[config.mk]
export PLATFORM = sky130hd
export DESIGN_NAME = i2s_rx_flat
export DESIGN_NICKNAME = d
export VERILOG_FILES = /design/src/rtl/i2s_rx_if.sv /design/src/rtl/i2s_rx.sv /design/src/flat_wrapper.sv
export SDC_FILE = /design/constraint.sdc
export NUM_CORES = 1
export LEC_CHECK = 0
export ABC_AREA = 1
export CAP_MARGIN = 20
export CORE_MARGIN = 2
export CORE_UTILIZATION = 46
export CTS_CLUSTER_SIZE = 8
export DETAILED_ROUTE_END_ITERATION = 10
export GPL_TIMING_DRIVEN = 0
export PLACE_DENSITY = 0.71
export SYNTH_ARGS = -nofsm -noshare
export SYNTH_HDL_FRONTEND = slang
export SYNTH_SLANG_ARGS = --single-unit
[constraint.sdc]
create_clock -name sclk -period 3.31 [get_ports sclk]
set_input_delay 0.4965 -clock sclk [delete_from_list [all_inputs] [get_ports sclk]]
set_output_delay 0.4965 -clock sclk [all_outputs]
set_load 0.02 [all_outputs]
[src/rtl/i2s_rx_if.sv]
// i2s_rx_if: serial audio link plus parallel word outputs of the I2S receiver.
// master = side that drives lrclk/sdata and consumes the decoded words,
// slave  = the receiver itself.
interface i2s_rx_if #(
  parameter int AUDIO_DW = 32
);
  logic                lrclk;
  logic                sdata;
  logic [AUDIO_DW-1:0] left_chan;
  logic [AUDIO_DW-1:0] right_chan;
  logic                valid;
  logic                locked;
  logic                frame_err;

  modport master (
    output lrclk, sdata,
    input  left_chan, right_chan, valid, locked, frame_err
  );

  modport slave (
    input  lrclk, sdata,
    output left_chan, right_chan, valid, locked, frame_err
  );
endinterface

[src/rtl/i2s_rx.sv]
// i2s_rx: left-justified I2S receiver. The MSB arrives on the same sclk as the
// lrclk transition; lrclk=0 carries the left word, lrclk=1 the right word.
// A left/right pair is presented with a one-cycle valid once both words of a
// frame have arrived with exactly AUDIO_DW bits each; any short or long word
// raises a one-cycle frame_err and drops lock until the next falling lrclk.
// Optional macro I2S_RX_ERRCNT_EN adds err_cnt, a saturating 8-bit count of
// frame_err pulses.
module i2s_rx #(
  parameter int AUDIO_DW = 32
) (
  input  logic       sclk,
  input  logic       rst,
  i2s_rx_if.slave    bus
`ifdef I2S_RX_ERRCNT_EN
  ,
  output logic [7:0] err_cnt
`endif
);

  localparam int              CW       = $clog2(AUDIO_DW + 1);
  localparam int              SHW      = AUDIO_DW - 1;
  localparam logic [CW-1:0]   CNT_FULL = CW'(AUDIO_DW);
  localparam logic [CW-1:0]   CNT_LAST = CW'(AUDIO_DW - 1);

  typedef enum logic [1:0] {
    UNSYNC = 2'd0,
    LEFT   = 2'd1,
    RIGHT  = 2'd2
  } state_t;

  state_t                state;
  state_t                state_nxt;
  logic                  lr_q;
  logic                  lr_edge;
  logic [CW-1:0]         cnt;
  // Only the first AUDIO_DW-1 bits are ever stored; the last bit is joined
  // with them directly on the completing edge, so the word's MSB is never lost.
  logic [SHW-1:0]        shreg;
  logic [AUDIO_DW-1:0]   word_done;
  logic [AUDIO_DW-1:0]   left_hold;
  logic                  left_ok;
  logic                  start_word;
  logic                  shift_en;
  logic                  err;
  logic                  complete;

  assign lr_edge    = bus.lrclk ^ lr_q;
  assign word_done  = {shreg, bus.sdata};
  assign complete   = shift_en && (cnt == CNT_LAST);
  assign bus.locked = (state != UNSYNC);

  // Framing state register.
  always_ff @(posedge sclk) begin
    // NOTE: sequential state uses non-blocking assignments so every register
    // samples the pre-edge value of its neighbours, whatever the block order.
    if (rst) state <= UNSYNC;
    else     state <= state_nxt;
  end

  // Next-state decode: classify each sampled bit as new word, shift or error.
  always_comb begin
    // NOTE: every output of this block gets a default first so no path can
    // leave one unassigned and infer a latch.
    state_nxt  = state;
    start_word = 1'b0;
    shift_en   = 1'b0;
    err        = 1'b0;
    unique case (state)
      UNSYNC: begin
        // Only a falling edge marks a left-word MSB we can trust.
        if (lr_edge && !bus.lrclk) begin
          state_nxt  = LEFT;
          start_word = 1'b1;
        end
      end
      LEFT, RIGHT: begin
        if (lr_edge) begin
          if (cnt == CNT_FULL) begin
            state_nxt  = bus.lrclk ? RIGHT : LEFT;
            start_word = 1'b1;
          end else begin
            // Short word: this edge is not reused for resync.
            state_nxt = UNSYNC;
            err       = 1'b1;
          end
        end else if (cnt == CNT_FULL) begin
          // Long word: one bit more than a channel can carry.
          state_nxt = UNSYNC;
          err       = 1'b1;
        end else begin
          shift_en = 1'b1;
        end
      end
      default: state_nxt = UNSYNC;
    endcase
  end

  // Shift register, bit counter, pairing of left/right words and pulses.
  always_ff @(posedge sclk) begin
    if (rst) begin
      // NOTE: shreg and left_hold are left out of reset; they are only ever
      // read after a fresh word has overwritten them, so reset buys nothing.
      lr_q           <= 1'b1;
      cnt            <= '0;
      left_ok        <= 1'b0;
      bus.left_chan  <= '0;
      bus.right_chan <= '0;
      bus.valid      <= 1'b0;
      bus.frame_err  <= 1'b0;
    end else begin
      lr_q          <= bus.lrclk;
      bus.valid     <= 1'b0;
      bus.frame_err <= err;

      if (start_word) begin
        shreg <= SHW'(bus.sdata);
        cnt   <= CW'(1);
      end

      if (shift_en) begin
        shreg <= SHW'({shreg, bus.sdata});
        cnt   <= cnt + 1'b1;
      end

      if (err) left_ok <= 1'b0;

      if (complete) begin
        if (state == LEFT) begin
          left_hold <= word_done;
          left_ok   <= 1'b1;
        end else if (left_ok) begin
          bus.left_chan  <= left_hold;
          bus.right_chan <= word_done;
          bus.valid      <= 1'b1;
          left_ok        <= 1'b0;
        end
      end
    end
  end

`ifdef I2S_RX_ERRCNT_EN
  // Saturating count of framing errors since reset.
  always_ff @(posedge sclk) begin
    if (rst)                          err_cnt <= 8'd0;
    else if (err && err_cnt != 8'hFF) err_cnt <= err_cnt + 8'd1;
  end
`endif

endmodule

[src/flat_wrapper.sv]
// flat-port wrapper written by rule: the top's interface ports become plain ports
module i2s_rx_flat 
#(
  parameter int AUDIO_DW = 32
)
  (sclk, rst, bus_lrclk, bus_sdata, bus_left_chan, bus_right_chan, bus_valid, bus_locked, bus_frame_err);
  i2s_rx_if #(.AUDIO_DW(AUDIO_DW)) bus_i ();
  input  logic sclk;
  input  logic rst;
  input wire logic [$bits(bus_i.lrclk)-1:0] bus_lrclk;
  input wire logic [$bits(bus_i.sdata)-1:0] bus_sdata;
  output wire logic [$bits(bus_i.left_chan)-1:0] bus_left_chan;
  output wire logic [$bits(bus_i.right_chan)-1:0] bus_right_chan;
  output wire logic [$bits(bus_i.valid)-1:0] bus_valid;
  output wire logic [$bits(bus_i.locked)-1:0] bus_locked;
  output wire logic [$bits(bus_i.frame_err)-1:0] bus_frame_err;
  assign bus_i.lrclk = bus_lrclk;
  assign bus_i.sdata = bus_sdata;
  assign bus_left_chan = bus_i.left_chan;
  assign bus_right_chan = bus_i.right_chan;
  assign bus_valid = bus_i.valid;
  assign bus_locked = bus_i.locked;
  assign bus_frame_err = bus_i.frame_err;
  i2s_rx #(.AUDIO_DW(AUDIO_DW)) u_core (.sclk(sclk), .rst(rst), .bus(bus_i));
endmodule
# After elaboration in Yosys (flattened, before gate mapping)
# Cells that the tools add are included.
# totals
ff_bits	139
in_bits	4
out_inout_bits	67
wordCells	57
# classes
addsub	1
eq_ne	6
muxes	24
bitwise	4
reduce_logical	12
# ops
op	n
31-bit two-way mux	2
1-bit two-way mux	13
6-bit two-way mux	2
2-bit two-way mux	5
6-bit by 1-bit adder with 6-bit output (second input constant)	1
6-bit by 5-bit equality test with 1-bit output (second input constant)	1
6-bit equality test (second input constant)	1
3-bit AND reduction	2
2-bit case mux with 2 select lines	1
2-bit AND reduction	2
2-bit nonzero test	2
3-bit by 1-bit inequality test with 1-bit output (second input constant)	1
1-bit inverter	3
3-bit OR reduction	1
2-bit by 1-bit equality test with 1-bit output (second input constant)	1
2-bit equality test (second input constant)	1
1-bit logical AND	2
2-bit logical NOT	1
2-bit by 1-bit inequality test with 1-bit output (second input constant)	1
1-bit case mux with 2 select lines	1
2-bit OR reduction	1
1-bit logical NOT	1
1-bit bitwise XOR	1

# Logic depth before layout (Yosys ltp)
# Gate-level depths: netlist of run 1.
# depth
depth_word	8
ltp_mapped	12
depth_no_buf	11

# Worst setup path after synthesis of run 1
# No wires, ideal clock.
# synth_timing
path_kind	input to register
start	input bus_lrclk
end	register u_core.shreg[0] (enable)
setup_time_ns	0.430
t_arrival_ns	2.904
setup_slack_ns	-0.023
stages	6
path_buffers	1
path_cell_list	inv_1 > ha_1 > ha_1 > nand2_1 > clkbuf_1 > a21oi_1
# synth_via
elab_chain_cells	6
elab_cells_between_ends	10
classes_between	mux (5); bitwise (1); reduce/logical (4)
# synth_lines
element	line_no	text
from (decl)	flat_wrapper.sv:10	input wire logic [$bits(bus_i.lrclk)-1:0] bus_lrclk;
1-bit bitwise XOR or 1-bit logical NOT (tied branches)	i2s_rx.sv:47, i2s_rx.sv:71	
1-bit logical AND	i2s_rx.sv:71	if (lr_edge && !bus.lrclk) begin
1-bit two-way mux	i2s_rx.sv:71	
1-bit case mux with 2 select lines	i2s_rx.sv:68	unique case (state)
2-bit nonzero test (no source line) (*)	n/a	
2-bit AND reduction (no source line) (*)	n/a	
to (signal assigned)	i2s_rx.sv:116	shreg <= SHW'(bus.sdata);
to (signal assigned)	i2s_rx.sv:121	shreg <= SHW'({shreg, bus.sdata});
to (decl)	i2s_rx.sv:38	logic [SHW-1:0] shreg;
# Every way passes the cells marked *; elsewhere a longest branch is shown, timed or not.
# A chain may end at the register's enable or synchronous reset.

# Worst setup path after layout of run 1
# layout_timing
start	input bus_lrclk
end	register u_core.left_hold[9] (enable)
# layout_via
elab_chain_cells	5
# layout_lines
element	line_no	text
1-bit bitwise XOR	i2s_rx.sv:47	assign lr_edge = bus.lrclk ^ lr_q;
1-bit two-way mux	i2s_rx.sv:77	if (lr_edge) begin
1-bit two-way mux	i2s_rx.sv:68	
1-bit logical AND	i2s_rx.sv:49	assign complete = shift_en && (cnt == CNT_LAST);
3-bit AND reduction (no source line)	n/a	
to (signal assigned)	i2s_rx.sv:129	left_hold <= word_done;
to (decl)	i2s_rx.sv:40	logic [AUDIO_DW-1:0] left_hold;
# No other way between the ends.

==> run metrics, run 1 <==
Pwr Density=542.4 nW/um^2; Mapped Cells=637; sequential power share=49.6%; max cap viols=0; number of max-slew violations in the final report=0; commonest non-fill, non-tap cell in the layout=nor2_1; ant diodes=0; core area=11520 sq um; Fin. Hold Viols=0; Clock Power Share=46.5%; crit share post-route=82.79%; synth warn=0; R2R Setup Slk=0.68 ns; # nets final=738; routed len/inst=12.02 microns; worst min path class=register to register; switching power total=850.8 uW; RR Startpoint=u_core.cnt[0]; clk slew on worst S/H paths=0.06 ns; hold_buf cts=0; placed cell area=6380 sq um; syn_nets=649; area leader, netlist=edfxtp_1; 1st-pass router iterations=8; syn avg cell area=8.578 sq um; Leak=0.003149 uW; TritonCTS sink count=139; post-route total power=3761 uW; Synth Cell Area=5464 sq um; Min Hold Slack=0.4526 ns; worst endpoint required time=3.35 ns; WL met2=5185 microns; crit-path max FO=32; hold path cells=0; hold_sp=u_core.shreg[30]; status=finished, violations left; TritonCTS buffer count=17; Int Pwr=2910 uW; Slew @ Worst Pin=0.8948 ns; Hold EP=u_core.left_hold[31]; Clock Tree Buf Depth=2; Die Span Y=113.0 microns; share of cells above drive strength 1=6.766%; first-pass GRT wire length=17770 microns; maximum VDD drop=0.2642 mV; kind of critical path=input port to register; Layout area overhead=26.88%; final setup skew=0.01114 ns; GRT Total Usage=17.69%; largest net degree at the start of global routing=33; highest routed layer=met4; crit end category=register; PostCTS Resize Cnt=0; Clock Latency Late Sink=0.42 ns; Ports=71; drc violations=7; register bit total from synthesis=139; f_max=364.9 MHz; r2r endpoint=u_core.shreg[1]; Post-CTS Setup Bufs=0; Cell variety after synth=19; die area=12770 sq um; CTS tree=built; Final setup viols=0; Antenna Nets Post-Route=0; DR WL met3=469 microns; Final min period=2.740 ns; Vias=4031; Area contributors post-synth=edfxtp_1 35%, dfxtp_1 28%, nor2_1 12%, nand2_1 10%, inv_1 7.7%; Die Wd=113.0 microns; met1 wire length=4792 microns; Switching Fraction=22.62%; Reg2Reg Depth=10; RD Place Congestion=0.7793; commonest non-fill, non-tap cells in the layout=167 x nor2_1, 152 x nand2_1, 112 x inv_1, 76 x dfxtp_1, 69 x clkdlybuf4s50_1; RSZ-0062 raised after global routing=no; crit path DAT=2.78 ns; Post-Layout Inst Area=6933 sq um; number of I/O port buffers=69; vias in the first global route=3896; sequential area share after synthesis=62.47%; crit start category=input port; vias per cell=4.570; dpl hpwl=7446 microns; top-area cell type share of the netlist area=34.62%; grt ovf=0; final wirelength=10600 microns; Initial Utilization=47.45%; H-tree depth=4; violated checks=DRC; 1st-iter DRT viols=286; initial antenna violation count=0; Root Buffer=clkbuf_16; Gate power share=3.9%; Rows=39; Rel. slew slack=40.20%
## layout make-up
| type | instances | area [sq um] |
|---|---|---|
| Tap cell | 143 | 178.9 |
| Inverter | 113 | 424.2 |
| Clock inverter | 15 | 127.6 |
| Buffer | 26 | 151.4 |
| Fill cell | 994 | 4583 |
| Multi-Input combinational cell | 359 | 1494 |
| Clock buffer | 17 | 425.4 |
| Timing Repair Buffer | 70 | 718.2 |
| Sequential cell | 139 | 3413 |
## worst max path at each step
stage	cells after the start	start	end	slack, ns
after floorplan	7	bus_lrclk	u_core.left_hold[0]	0.16
after global placement	8	bus_lrclk	u_core.left_hold[12]	-1.0
after detailed placement	8	bus_lrclk	u_core.left_hold[13]	0.11
after CTS	8	bus_lrclk	u_core.left_hold[4]	0.56
after global routing	8	bus_lrclk	u_core.left_hold[4]	0.33
final	8	bus_lrclk	u_core.left_hold[9]	0.57
## cell usage after synthesis (all sizes together)
master and count:
o21ai 5, nand2 152, o211ai 1, ha 8, nand4 2, buf 13
clkbuf 13, nor3 3, nand3 10, dfxtp 76, nor2 170, inv 113
a21oi 8, edfxtp 63
## sequential cells by signal (all words and copies together) (netlist names)
signal	flops
u_core.state	2
u_core.shreg	31
u_core.left_hold	32
u_core.lr_q	1
u_core.bus.frame_err	1
u_core.bus.left_chan	32
u_core.left_ok	1
u_core.bus.right_chan	32
u_core.bus.valid	1
u_core.cnt	6
## power groups by stage
stage,sequential (uW),clock [uW],combinational [uW]
2_1_floorplan,1890,0,94.4
3_3_place_gp,1900,0,129
3_5_place_dp,1900,0,147
4_1_cts,1860,1780,148
5_1_grt,1870,1850,167
6_report,1870,1750,147
## cells by family (layout without fill, tap and decap cells)
| family | after synthesis | after routing | share of synthesized area (%) |
|---|---|---|---|
| simple gates | 337 | 337 | 23.84 |
| fa+ha+maj | 8 | 8 | 1.832 |
| buf+inv | 139 | 241 | 10.53 |
| compound gates | 14 | 14 | 1.328 |
| flops | 139 | 139 | 62.47 |
## critical path: stages
cell and delay, ns:
clkdlybuf4s50_1 0.49, inv_1 0.08, ha_1 0.36, ha_1 0.16, nand2_1 0.11, nor2_2 0.17, nand3_1 0.17, nor2_4 0.72
## metal layers
| metal | vias up | global-route usage [%] |
|---|---|---|
| met2 | 92 | 29.80 |
| met3 | 16 | 5.356 |
| met1 | 1846 | 21.32 |
| li1 | 2077 | - |
| met5 | - | 0 |
| met4 | 0 | 7.154 |
## per-stage QoR
step	setup TNS, ns	worst slack [ns]	cells	util [%]
2_1_floorplan	0	0.1559	637	-
5_1_grt	0	0.3321	882	60.20
3_3_place_gp	-45.18	-0.9989	849	55.03
4_1_cts	0	0.5556	882	60.20
3_5_place_dp	0	0.1132	850	55.40
6_report	0	0.5696	882	60.20
(Power assumes the default switching activity.)
==> inputs of run 2 (changes only) <==
--- a/config.mk
+++ b/config.mk
@@ -12,7 +12,7 @@
 export CTS_CLUSTER_SIZE = 8
 export DETAILED_ROUTE_END_ITERATION = 10
 export GPL_TIMING_DRIVEN = 0
-export PLACE_DENSITY = 0.71
+export PLACE_DENSITY = 0.68
 export SYNTH_ARGS = -nofsm -noshare
 export SYNTH_HDL_FRONTEND = slang
 export SYNTH_SLANG_ARGS = --single-unit
==> constraint.sdc (replaced) <==
create_clock -name sclk -period 2.67 [get_ports sclk]
set_input_delay 0.4005 -clock sclk [delete_from_list [all_inputs] [get_ports sclk]]
set_output_delay 0.4005 -clock sclk [all_outputs]
set_load 0.02 [all_outputs]
==> run 2 against run 1 <==
The flow still finishes with violations (DRC). Final area rose by 2.4%. Cell count rose by 0.57%. Sequential share of layout area fell by 1.2 points. Global-route usage rose by 0.55 points. Die area did not move. Sequential power rose by 24%. Total power rose by 36%. Core utilization rose by 1.5 points. Worst setup slack got worse by 0.41 ns. Largest cell class unchanged. Largest power group is now clock.
==> run metrics, run 2 (synthesized netlist as in run 1, its figures left out) <==
status=finished, violations left; violated checks=DRC; kind of critical path=input port to register; Ports=71; crit share post-route=93.92%; # nets final=743; die area=12770 sq um; TritonCTS sink count=139; Final min period=2.508 ns; final setup skew=0.006299 ns; Clock Tree Buf Depth=2; share of cells above drive strength 1=7.124%; biggest registers after layout=u_core.bus.left_chan: 32 flops, u_core.bus.right_chan: 32 flops, u_core.left_hold: 32 flops; Pwr Density=717.7 nW/um^2; crit end category=register; CP cell instances=clkdlybuf4s50_1, inv_1, ha_1, ha_1, nand2_1, clkbuf_1, clkbuf_1, nor2_1; dpl hpwl=7173 microns; CP Launch Point=bus_lrclk; Root Buffer=clkbuf_16; largest net degree at the start of global routing=22; crit start category=input port; number of max-slew violations in the final report=0; Initial Utilization=47.45%; crit path DAT=2.65 ns; CP max stage cell=clkdlybuf4s50_1; final wirelength=10910 microns; worst min path class=input port to register; Slew @ Worst Pin=0.5520 ns; maximum VDD drop=0.4579 mV; Reg2Reg Depth=8; RSZ-0062 raised after global routing=no; first-pass GRT wire length=18170 microns; Fin. Hold Viols=0; TritonCTS buffer count=17; Rel. slew slack=63.20%; routed len/inst=12.30 microns; Post-Layout Inst Area=7102 sq um; commonest non-fill, non-tap cell in the layout=nor2_1; Die Wd=113.0 microns; Rows=39; placed cell area=6380 sq um; Final setup viols=0; CTS tree=built; Die Span Y=113.0 microns; clk slew on worst S/H paths=0.06 ns; GRT Total Usage=18.24%; Final Core Density=61.67%; ant diodes=0; core area=11520 sq um; initial antenna violation count=0; RD Place Congestion=0.7710; drc violations=5; hold_buf cts=0; H-tree depth=4; number of I/O port buffers=69; 1st-iter DRT viols=290; f_max=398.8 MHz; max incr delay on CP=0.50 ns; crit path to=u_core.shreg[12]; 1st-pass router iterations=7; r2r endpoint=u_core.shreg[12]; commonest non-fill, non-tap cells in the layout=167 x nor2_1, 152 x nand2_1, 112 x inv_1, 76 x dfxtp_1, 69 x clkdlybuf4s50_1; Antenna Nets Post-Route=0; Layout area overhead=29.97%; RR Startpoint=u_core.cnt[0]; max cap viols=0; grt ovf=0; vias per cell=4.531; vias in the first global route=3970; Clock Latency Late Sink=0.42 ns; Leak=0.003240 uW; crit-path max FO=10; R2R Setup Slk=0.28 ns; setup TNS=0 ns; Vias=4019; worst endpoint required time=2.82 ns
-- run 2: final cells by class --
cell class,count,area (sq um)
sequential,139,3413
clock inverter,14,225.2
timing repair buffer,74,773.2
tap,143,178.9
buffer,26,152.6
multi-input combinational,360,1505
inverter,113,424.2
clock buffer,18,429.2
fill,996,4414
-- run 2: per-stage QoR --
step / hold WS, ns / instances / worst slack [ns] / total power, uW
after global routing: 0.4642 / 887 / 0.003132 / 5255
after CTS: 0.4187 / 883 / 0.1314 / 5125
after floorplan: 0.4272 / 637 / 0.05070 / 2464
after global placement: 0.4406 / 849 / -1.010 / 2518
final: 0.4272 / 887 / 0.1624 / 5097
after detailed placement: 0.4408 / 850 / -0.4536 / 2538
-- run 2: metal layers --
layer | up-vias | routed length [microns] | GRT usage [%] | share of wire, %
met3 | 15 | 534 | 5.517 | 4.9
li1 | 2083 | - | - | -
met1 | 1833 | 5029 | 22.42 | 46
met2 | 88 | 5189 | 30.00 | 48
met4 | 0 | 158 | 7.886 | 1.4
met5 | - | 0 | 0 | 0
-- run 2: worst max-delay path: cells and delay by family --
kind          cells  cell delay (ns)
simple gates      2             0.23
buf+inv           4             1.46
fa+ha+maj         2             0.56
-- run 2: where the power goes --
group	total, uW	switching, uW	internal [uW]	leakage (uW)
combinational	191	132	58.8	0.00173
clock	2590	856	1740	0.000314
sequential	2310	32.0	2280	0.00120
-- run 2: timing repair --
action	CTS	global route
setup endpoints to repair	32	63
pin swaps	0	3
cloned	1	0
setup buffers	0	4
resized for setup	1	2
-- run 2: worst min path at each step --
stage	to	depth (start not counted)	slack (ns)	startpoint
after detailed placement	u_core.left_hold[31]	0	0.44	u_core.shreg[30]
after CTS	u_core.bus.frame_err	2	0.42	rst
after floorplan	u_core.left_hold[31]	0	0.43	u_core.shreg[30]
after global placement	u_core.left_hold[31]	0	0.44	u_core.shreg[30]
final	u_core.bus.frame_err	2	0.43	rst
after global routing	u_core.bus.valid	2	0.46	rst
